### src/rtl/issue_ctrl.sv
// -----------------------------------------------------------------------------
// issue_ctrl
//   In-order issue sequencer between the instruction fetcher and the back end.
//   Fetched instructions are buffered in a circular queue. The head entry is
//   presented to an external combinational decoder. When the ROB and the
//   target station (LSB for loads/stores, RS otherwise) have room, the decoded
//   fields are issued as a single registered pulse. The block also performs the
//   queue flush on misprediction. It can optionally serialise control ops: after
//   a control op issues, issue stalls until ctrl_done.
//
// Ports
//   clk, rst_n          clock, asynchronous active-low reset
//   rdy                 global enable; 0 freezes all state
//   flush               misprediction: drop queued work on the next edge
//   ctrl_done           a serialised control op has resolved
//   if_valid/if_inst/if_pc/if_ready   fetcher push handshake
//   dec_inst            head instruction word (0 while the queue is empty)
//   dec_*               decoder results for dec_inst, same cycle
//   rob_full/rs_full/lsb_full         back-end back-pressure
//   issue_valid         one-cycle pulse; issue_* hold their values otherwise
//   issue_*             registered decoder fields and the head PC
// -----------------------------------------------------------------------------
module issue_ctrl #(
    parameter int IQ_DEPTH       = 8,
    parameter int OPENUM_W       = 6,
    parameter bit SERIALIZE_CTRL = 1'b0
) (
    input  logic                clk,
    input  logic                rst_n,
    input  logic                rdy,
    input  logic                flush,
    input  logic                ctrl_done,
    input  logic                if_valid,
    input  logic [31:0]         if_inst,
    input  logic [31:0]         if_pc,
    output logic                if_ready,
    output logic [31:0]         dec_inst,
    input  logic                dec_is_ctrl,
    input  logic                dec_is_ls,
    input  logic [OPENUM_W-1:0] dec_openum,
    input  logic [4:0]          dec_rd,
    input  logic [4:0]          dec_rs1,
    input  logic [4:0]          dec_rs2,
    input  logic [31:0]         dec_imm,
    input  logic                rob_full,
    input  logic                rs_full,
    input  logic                lsb_full,
    output logic                issue_valid,
    output logic                issue_to_lsb,
    output logic                issue_is_ctrl,
    output logic [31:0]         issue_pc,
    output logic [OPENUM_W-1:0] issue_openum,
    output logic [4:0]          issue_rd,
    output logic [4:0]          issue_rs1,
    output logic [4:0]          issue_rs2,
    output logic [31:0]         issue_imm
);

    localparam int PTR_W = $clog2(IQ_DEPTH);
    localparam int CNT_W = PTR_W + 1;
    localparam logic [CNT_W-1:0] DEPTH_C = CNT_W'(IQ_DEPTH);

    typedef enum logic {
        RUN       = 1'b0,
        WAIT_CTRL = 1'b1
    } state_e;

    // Queue storage and control.
    logic [31:0]      inst_mem [IQ_DEPTH];
    logic [31:0]      pc_mem   [IQ_DEPTH];
    logic [PTR_W-1:0] head_q, head_d;
    logic [PTR_W-1:0] tail_q, tail_d;
    logic [CNT_W-1:0] count_q, count_d;
    state_e           state_q;

    // Issue registers.
    logic                issue_valid_q;
    logic                issue_to_lsb_q;
    logic                issue_is_ctrl_q;
    logic [31:0]         issue_pc_q;
    logic [OPENUM_W-1:0] issue_openum_q;
    logic [4:0]          issue_rd_q;
    logic [4:0]          issue_rs1_q;
    logic [4:0]          issue_rs2_q;
    logic [31:0]         issue_imm_q;

    logic push;
    logic go;
    logic not_empty;
    logic station_free;

    assign not_empty    = (count_q != '0);
    assign if_ready     = rdy && !flush && (count_q < DEPTH_C);
    assign dec_inst     = not_empty ? inst_mem[head_q] : '0;
    // The target station is chosen by the decoded is_ls bit of the head entry.
    assign station_free = dec_is_ls ? !lsb_full : !rs_full;

    // NOTE: every signal written here gets a default first, so no path leaves
    // it unassigned and no latch is inferred.
    always_comb begin
        head_d  = head_q;
        tail_d  = tail_q;
        count_d = count_q;
        push    = if_valid && if_ready;
        go      = rdy && !flush && not_empty && (state_q == RUN)
                  && !rob_full && station_free;

        // rdy gates everything. With rdy=1, flush overrides any push or pop.
        if (rdy) begin
            if (flush) begin
                head_d  = '0;
                tail_d  = '0;
                count_d = '0;
            end else begin
                if (push) tail_d = tail_q + PTR_W'(1);
                if (go)   head_d = head_q + PTR_W'(1);
                case ({push, go})
                    2'b10:   count_d = count_q + CNT_W'(1);
                    2'b01:   count_d = count_q - CNT_W'(1);
                    default: count_d = count_q;
                endcase
            end
        end
    end

    // NOTE: queue storage has no reset. Its contents are meaningless while
    // count is 0, so resetting the pointers and count discards them.
    always_ff @(posedge clk) begin
        if (push) begin
            inst_mem[tail_q] <= if_inst;
            pc_mem[tail_q]   <= if_pc;
        end
    end

    // NOTE: all sequential state uses non-blocking assignments, so every
    // register samples pre-edge values regardless of statement order.
    always_ff @(posedge clk or negedge rst_n) begin
        if (!rst_n) begin
            head_q          <= '0;
            tail_q          <= '0;
            count_q         <= '0;
            state_q         <= RUN;
            issue_valid_q   <= 1'b0;
            issue_to_lsb_q  <= 1'b0;
            issue_is_ctrl_q <= 1'b0;
            issue_pc_q      <= '0;
            issue_openum_q  <= '0;
            issue_rd_q      <= '0;
            issue_rs1_q     <= '0;
            issue_rs2_q     <= '0;
            issue_imm_q     <= '0;
        end else if (!rdy) begin
            issue_valid_q <= 1'b0;
        end else begin
            head_q        <= head_d;
            tail_q        <= tail_d;
            count_q       <= count_d;
            issue_valid_q <= go;
            if (go) begin
                issue_to_lsb_q  <= dec_is_ls;
                issue_is_ctrl_q <= dec_is_ctrl;
                issue_pc_q      <= pc_mem[head_q];
                issue_openum_q  <= dec_openum;
                issue_rd_q      <= dec_rd;
                issue_rs1_q     <= dec_rs1;
                issue_rs2_q     <= dec_rs2;
                issue_imm_q     <= dec_imm;
            end
            if (flush) begin
                state_q <= RUN;
            end else begin
                case (state_q)
                    RUN:       if (go && dec_is_ctrl && SERIALIZE_CTRL) state_q <= WAIT_CTRL;
                    WAIT_CTRL: if (ctrl_done) state_q <= RUN;
                    default:   state_q <= RUN;
                endcase
            end
        end
    end

    assign issue_valid   = issue_valid_q;
    assign issue_to_lsb  = issue_to_lsb_q;
    assign issue_is_ctrl = issue_is_ctrl_q;
    assign issue_pc      = issue_pc_q;
    assign issue_openum  = issue_openum_q;
    assign issue_rd      = issue_rd_q;
    assign issue_rs1     = issue_rs1_q;
    assign issue_rs2     = issue_rs2_q;
    assign issue_imm     = issue_imm_q;

endmodule

### config.mk
export PLATFORM = sky130hd
export DESIGN_NAME = issue_ctrl
export DESIGN_NICKNAME = d
export VERILOG_FILES = /design/src/rtl/issue_ctrl.sv
export SDC_FILE = /design/constraint.sdc
export NUM_CORES = 1
export LEC_CHECK = 0
export CAP_MARGIN = 40
export CORE_ASPECT_RATIO = 0.75
export CORE_MARGIN = 2
export CORE_UTILIZATION = 60
export DETAILED_ROUTE_END_ITERATION = 10
export MAX_ROUTING_LAYER = met4
export PLACE_DENSITY = 0.84
export SYNTH_ARGS = -nofsm -noshare
export SYNTH_HDL_FRONTEND = slang
export SYNTH_SLANG_ARGS = --single-unit
### constraint.sdc
create_clock -name clk -period 16.8 [get_ports clk]
set_input_delay 3.36 -clock clk [delete_from_list [all_inputs] [get_ports clk]]
set_output_delay 3.36 -clock clk [all_outputs]
set_load 0.02 [all_outputs]
### After elaboration in Yosys (flattened, before gate mapping)

Memory sizes are Yosys's and may differ from the RTL's. A register that Yosys moved wholly into a read port is not among the register bits.
Index checks and enable logic that the tools add are counted.

* register bits: 67
* latch bits: 0
* RAM bits: 512
* ROM bits: 0
* bits of input ports: 128
* output and inout port bits: 121
* logic and storage cells: 56
* memories: 2

* $add $sub $neg: 4
* multipliers: 0
* divide/modulo/power cells: 0
* magnitude comparators: 1
* equality and inequality tests: 2
* shift-type cells: 0
* multiplexer cells: 14
* bitwise operators: 1
* reductions and logical operators: 20

Memory list
* inst_mem: words 8, bits a word 32, read ports 1, clocked after Yosys merged registers in 0, write ports 1, line 69 `logic [31:0] inst_mem [IQ_DEPTH];`
* pc_mem: words 8, bits a word 32, read ports 1, clocked after Yosys merged registers in 1, write ports 1, line 70 `logic [31:0] pc_mem [IQ_DEPTH];`

Operators by type and width (count)
* 32-bit two-way mux: 1
* 3-bit two-way mux: 4
* 4-bit case mux with 2 select lines: 1
* 2-bit AND reduction: 4
* 1-bit logical AND: 7
* 1-bit two-way mux: 7
* 3-bit by 1-bit adder with 3-bit output, second input constant: 2
* 1-bit logical NOT: 5
* 4-bit by 1-bit adder with 4-bit output, second input constant: 1
* 4-bit < comparator, second input constant: 1
* 4-bit two-way mux: 1
* 2-bit nonzero test: 2
* 4-bit nonzero test: 1
* 4-bit by 1-bit subtractor with 4-bit output, second input constant: 1
* 3-bit nonzero test: 1
* 2-bit by 1-bit == test with 1-bit output, second input constant: 1
* 2-bit == test, second input constant: 1
* 1-bit NOT: 1

### Logic depth before layout (Yosys ltp)

* word-level depth: 9
* gate-level depth with buffers: 10
* mapped depth without buffers: 9

### Worst setup path before layout

No wires, ideal clock.

* path kind: in2reg
* start: in rdy
* end: mem inst_mem[0][0], enable pin
* library setup time: 0.565 ns
* arrival: 8.980 ns
* data required time: 16.235 ns
* setup slack: 7.255 ns
* stages: 5
* path buffers: 1
* cell sequence: nor3b_1 > and2_1 > clkbuf_1 > nand2b_1 > nor3_1

* cells in the longest elaborated chain, start to end: 5

Ends and longest elaborated chain
* from (decl): line 30 `input logic rdy,`
* 1-bit logical AND (2 in series): line 93 `assign if_ready = rdy && !flush && (count_q < DEPTH_C);`
* 1-bit logical AND: line 104 `push = if_valid && if_ready;`
* 1-bit two-way mux: line 129 `if (push) begin`
* 1-bit two-way mux (implied by the code): line 130 `inst_mem[tail_q] <= if_inst;`
* to (decl): line 69

Every way passes these cells.

### Final worst setup path

* start: in rdy
* end: out if_ready

* cells in the longest elaborated chain, start to end: 2

Ends and longest elaborated chain
* 1-bit logical AND (2 in series): line 93
* to (decl): line 36 `output logic if_ready,`

Every way passes these cells.

==> implementation parameters <==
Parameter                              Value

Pwr
  Post-route total power    3.93 mW
  Pwr Density    139 nW/um^2
  Net switching share of the total power    26.8%
  Proportion of power drawn by flip-flops and latches    47.0%
  Combinational Power Share    21.8%
  Share of power burned in the clock network    31.2%
  Pint    2.88 mW
  Psw    1.05 mW
  Maximum ir drop on the vdd rail    0.110 mV
  Leak    9.49 nW

Critical path
  Highest net fanout along the worst path    6
  Crit-path cells    clkdlybuf4s50_1 -> nor3b_1 -> clkdlybuf4s50_1
  Category of the worst setup path launch point    primary input
  Cell with the largest stage delay on the worst path    sky130_fd_sc_hd__clkdlybuf4s50_1
  Crit path capture type    output pin
  Maximum single-stage delay on the critical path    0.66 ns
  Type of the worst setup path    primary input to output pin
  Signal arrival time at the worst endpoint    4.89 ns
  Most numerous cell on the critical path    sky130_fd_sc_hd__clkdlybuf4s50_1
  Required @ worst endpoint    13.44 ns

Logic synthesis
  Portion of the post-synthesis area used by sequential elements    77.4%
  Post-Syn Nets    1324
  Unique cell type count in the Yosys netlist    31
  Post-synth top flop    sky130_fd_sc_hd__edfxtp_1
  Mean area per synthesized cell    19.4 um^2
  Number of warnings reported in the yosys synthesis log    0
  Number of flip-flops and latches in the synthesized netlist    611
  Proportion of register bits with asynchronous set or reset after synthesis    16.2%
  Post-synth EDFFs    512
  Post-synthesis cell area    23100 um^2
  Count of mapped cells out of synthesis    1192

Global routing
  Grt met1 use    34.7%
  Number of antenna violations at the first check in global routing    4
  Maximum number of pins on one net before global-route repair    74
  Met3 Track Usage GR    5.08%
  Overflow left after global routing    0
  Global-route wire length before repair    73700 um
  Global-route total usage across every layer    25.5%
  Global routing met2 resource utilization    41.1%
  Vias in the first global route    12300
  Most congested layer reported by global routing    met2

Drt
  Via density per instance    5.84
  Antenna Nets Post-Route    0
  DRC violation total after the first TritonRoute iteration    1022
  Vias    11900
  Count of TritonRoute iterations in the first routing pass    7
  Wire length per cell    23.9 um
  Total length of routed wires    48600 um
  DR DRC count    0

STA
  Total negative slack    0 ns
  Tcrit/Tclk final    49.1%
  Slew headroom    45.3%
  Max Transition Viols Final    0
  Setup repair after global routing missed its margin    false
  Number of hold violations in the final report    0
  Final setup skew    0.0301 ns
  Setup-violating endpoint count in the final report    0
  Transition time of the tightest slew-check pin    0.820 ns
  Final worst path period need    8.25 ns
  Max Freq    121 MHz

Floorplan
  Number of top-level pins    249
  Initial cell density of the core    60.6%
  Core Box Area    38100 um^2
  Die boundary width    230 um
  Area of the die    40000 um^2
  Count of standard-cell rows    62
  Overall die height    174 um

Cells and area
  Utilization after layout    74.0%
  Layout Nets    1600
  Commonest non-fill, non-tap cells in the layout    sky130_fd_sc_hd__edfxtp_1, sky130_fd_sc_hd__clkdlybuf4s50_1, sky130_fd_sc_hd__nand2_1, sky130_fd_sc_hd__mux4_2, sky130_fd_sc_hd__dfrtp_1
  Proportion of layout cells with a drive suffix above 1    16.7%
  Final standard cell count with taps included and fillers excluded    2031
  Commonest non-fill, non-tap cell in the layout    sky130_fd_sc_hd__edfxtp_1
  Synthesis-to-finish area growth    22.2%
  Area of all placed cells without fillers    28200 um^2

Clock tree
  CTS Root Cell    sky130_fd_sc_hd__clkbuf_16
  Hold bufs inserted after CTS    0
  Post-CTS clock slew at the launch and capture registers of the worst setup and hold paths    0.05 ns
  Count of buffers added by post-CTS timing repair for setup    0
  Clock buffers created by TritonCTS    56
  Clock tree sinks    611
  CTS max path bufs    3
  Later-pin clock latency in the skew report    0.59 ns
  H-tree levels    2
  Number of cells upsized or downsized after cts    0
  CTS tree    built

Placement
  Placed standard-cell area    26400 um^2
  Final weighted congestion in routability-driven placement    0.883
  Final HPWL DP    28200 um
  DP Cell Count    1922
  # port buffers    248

Hold path
  Min-delay worst type    register to register

Run
  MaxCap Viol Count    0

Run status
  Run status    finished clean
cells by family (layout without fill, tap and decap cells):
group / count (synthesis) / in the layout / synth area share (%)
flip-flops: 611 / 611 / 77.4
AND/OR/NAND/NOR: 270 / 270 / 4.68
multiplexers: 194 / 194 / 15.4
buffers and inverters: 63 / 385 / 1.14
AO/OA/AOI/OAI: 46 / 46 / 1.06
adder cells (fa/ha/maj): 4 / 4 / 0.217
XOR/XNOR: 4 / 4 / 0.152
other: 0 / 5 / 0
stage by stage:
step	hold slack (ns)	setup WS, ns
3_5_place_dp	0.462	8.56
4_1_cts	0.476	8.56
3_3_place_gp	0.457	8.63
2_1_floorplan	0.476	7.26
6_report	0.473	8.55
5_1_grt	0.497	8.48
state kept, by name (all words and copies together), names as in the netlist, 3 cells and up:
name,count
inst_mem,256
pc_mem,256
issue_imm,32
issue_pc,32
issue_openum,6
issue_rd,5
issue_rs1,5
issue_rs2,5
count_q,4
head_q,3
tail_q,3
cell type report:
class                   instances  area, um^2
repair buffers                278        2880
diodes                          5        12.5
multi-input cells             518        5010
clock inverters                29         273
fillers                      2157        9900
clock buffers                  75        1500
flip-flops and latches        611       17900
well taps                     512         641
inverters                       3        11.3
critical path, delay by kind of cell:
family	cells	cell delay, ns
buffers and inverters	2	1.24
and+or+nand+nor	1	0.29
synth_stat cells, types with 4 or more instances:
master                     count  area [um^2]
sky130_fd_sc_hd__buf_1         8         30.0
sky130_fd_sc_hd__buf_2        18         90.1
sky130_fd_sc_hd__clkbuf_1     33          124
sky130_fd_sc_hd__dfrtp_1      99         2480
sky130_fd_sc_hd__edfxtp_1    512        15400
sky130_fd_sc_hd__ha_1          4         50.1
sky130_fd_sc_hd__mux2i_1      66          661
sky130_fd_sc_hd__mux4_2      128         2880
sky130_fd_sc_hd__nand2_1     211          792
sky130_fd_sc_hd__nand3_1       4         20.0
sky130_fd_sc_hd__nor2_1       41          154
sky130_fd_sc_hd__o21ai_0      39          195
layer usage:
metal	up-vias	wire [um]
met5	-	0
met4	0	634
met3	63	3680
met2	461	24200
met1	6145	20100
li1	5196	-
worst paths after layout:
path,from,end,slack [ns],cells after the start
setup / recovery,rdy,if_ready,8.55,3
hold / removal,issue_imm[12]$_DFFE_PN0P_,issue_imm[12]$_DFFE_PN0P_,0.47,2
setup reg to reg,count_q[3]$_DFFE_PN0P_,inst_mem[5][26]$_DFFE_PP_,13.53,6
hold reg to reg,issue_imm[12]$_DFFE_PN0P_,issue_imm[12]$_DFFE_PN0P_,0.47,2
max in group asynchronous,rst_n,issue_pc[27]$_DFFE_PN0P_,12.75,2
min in group asynchronous,rst_n,issue_imm[6]$_DFFE_PN0P_,2.84,1
power by group through the flow:
| stage | sequential [mW] | clock (mW) | combinational [mW] |
|---|---|---|---|
| after global routing | 1.86 | 1.31 | 0.913 |
| final | 1.85 | 1.23 | 0.856 |
| after floorplan | 1.98 | 0 | 0.333 |
| after detailed placement | 1.88 | 0 | 0.860 |
| after global placement | 1.87 | 0 | 0.840 |
| after CTS | 1.85 | 1.25 | 0.866 |
(Power assumes the default switching activity.)
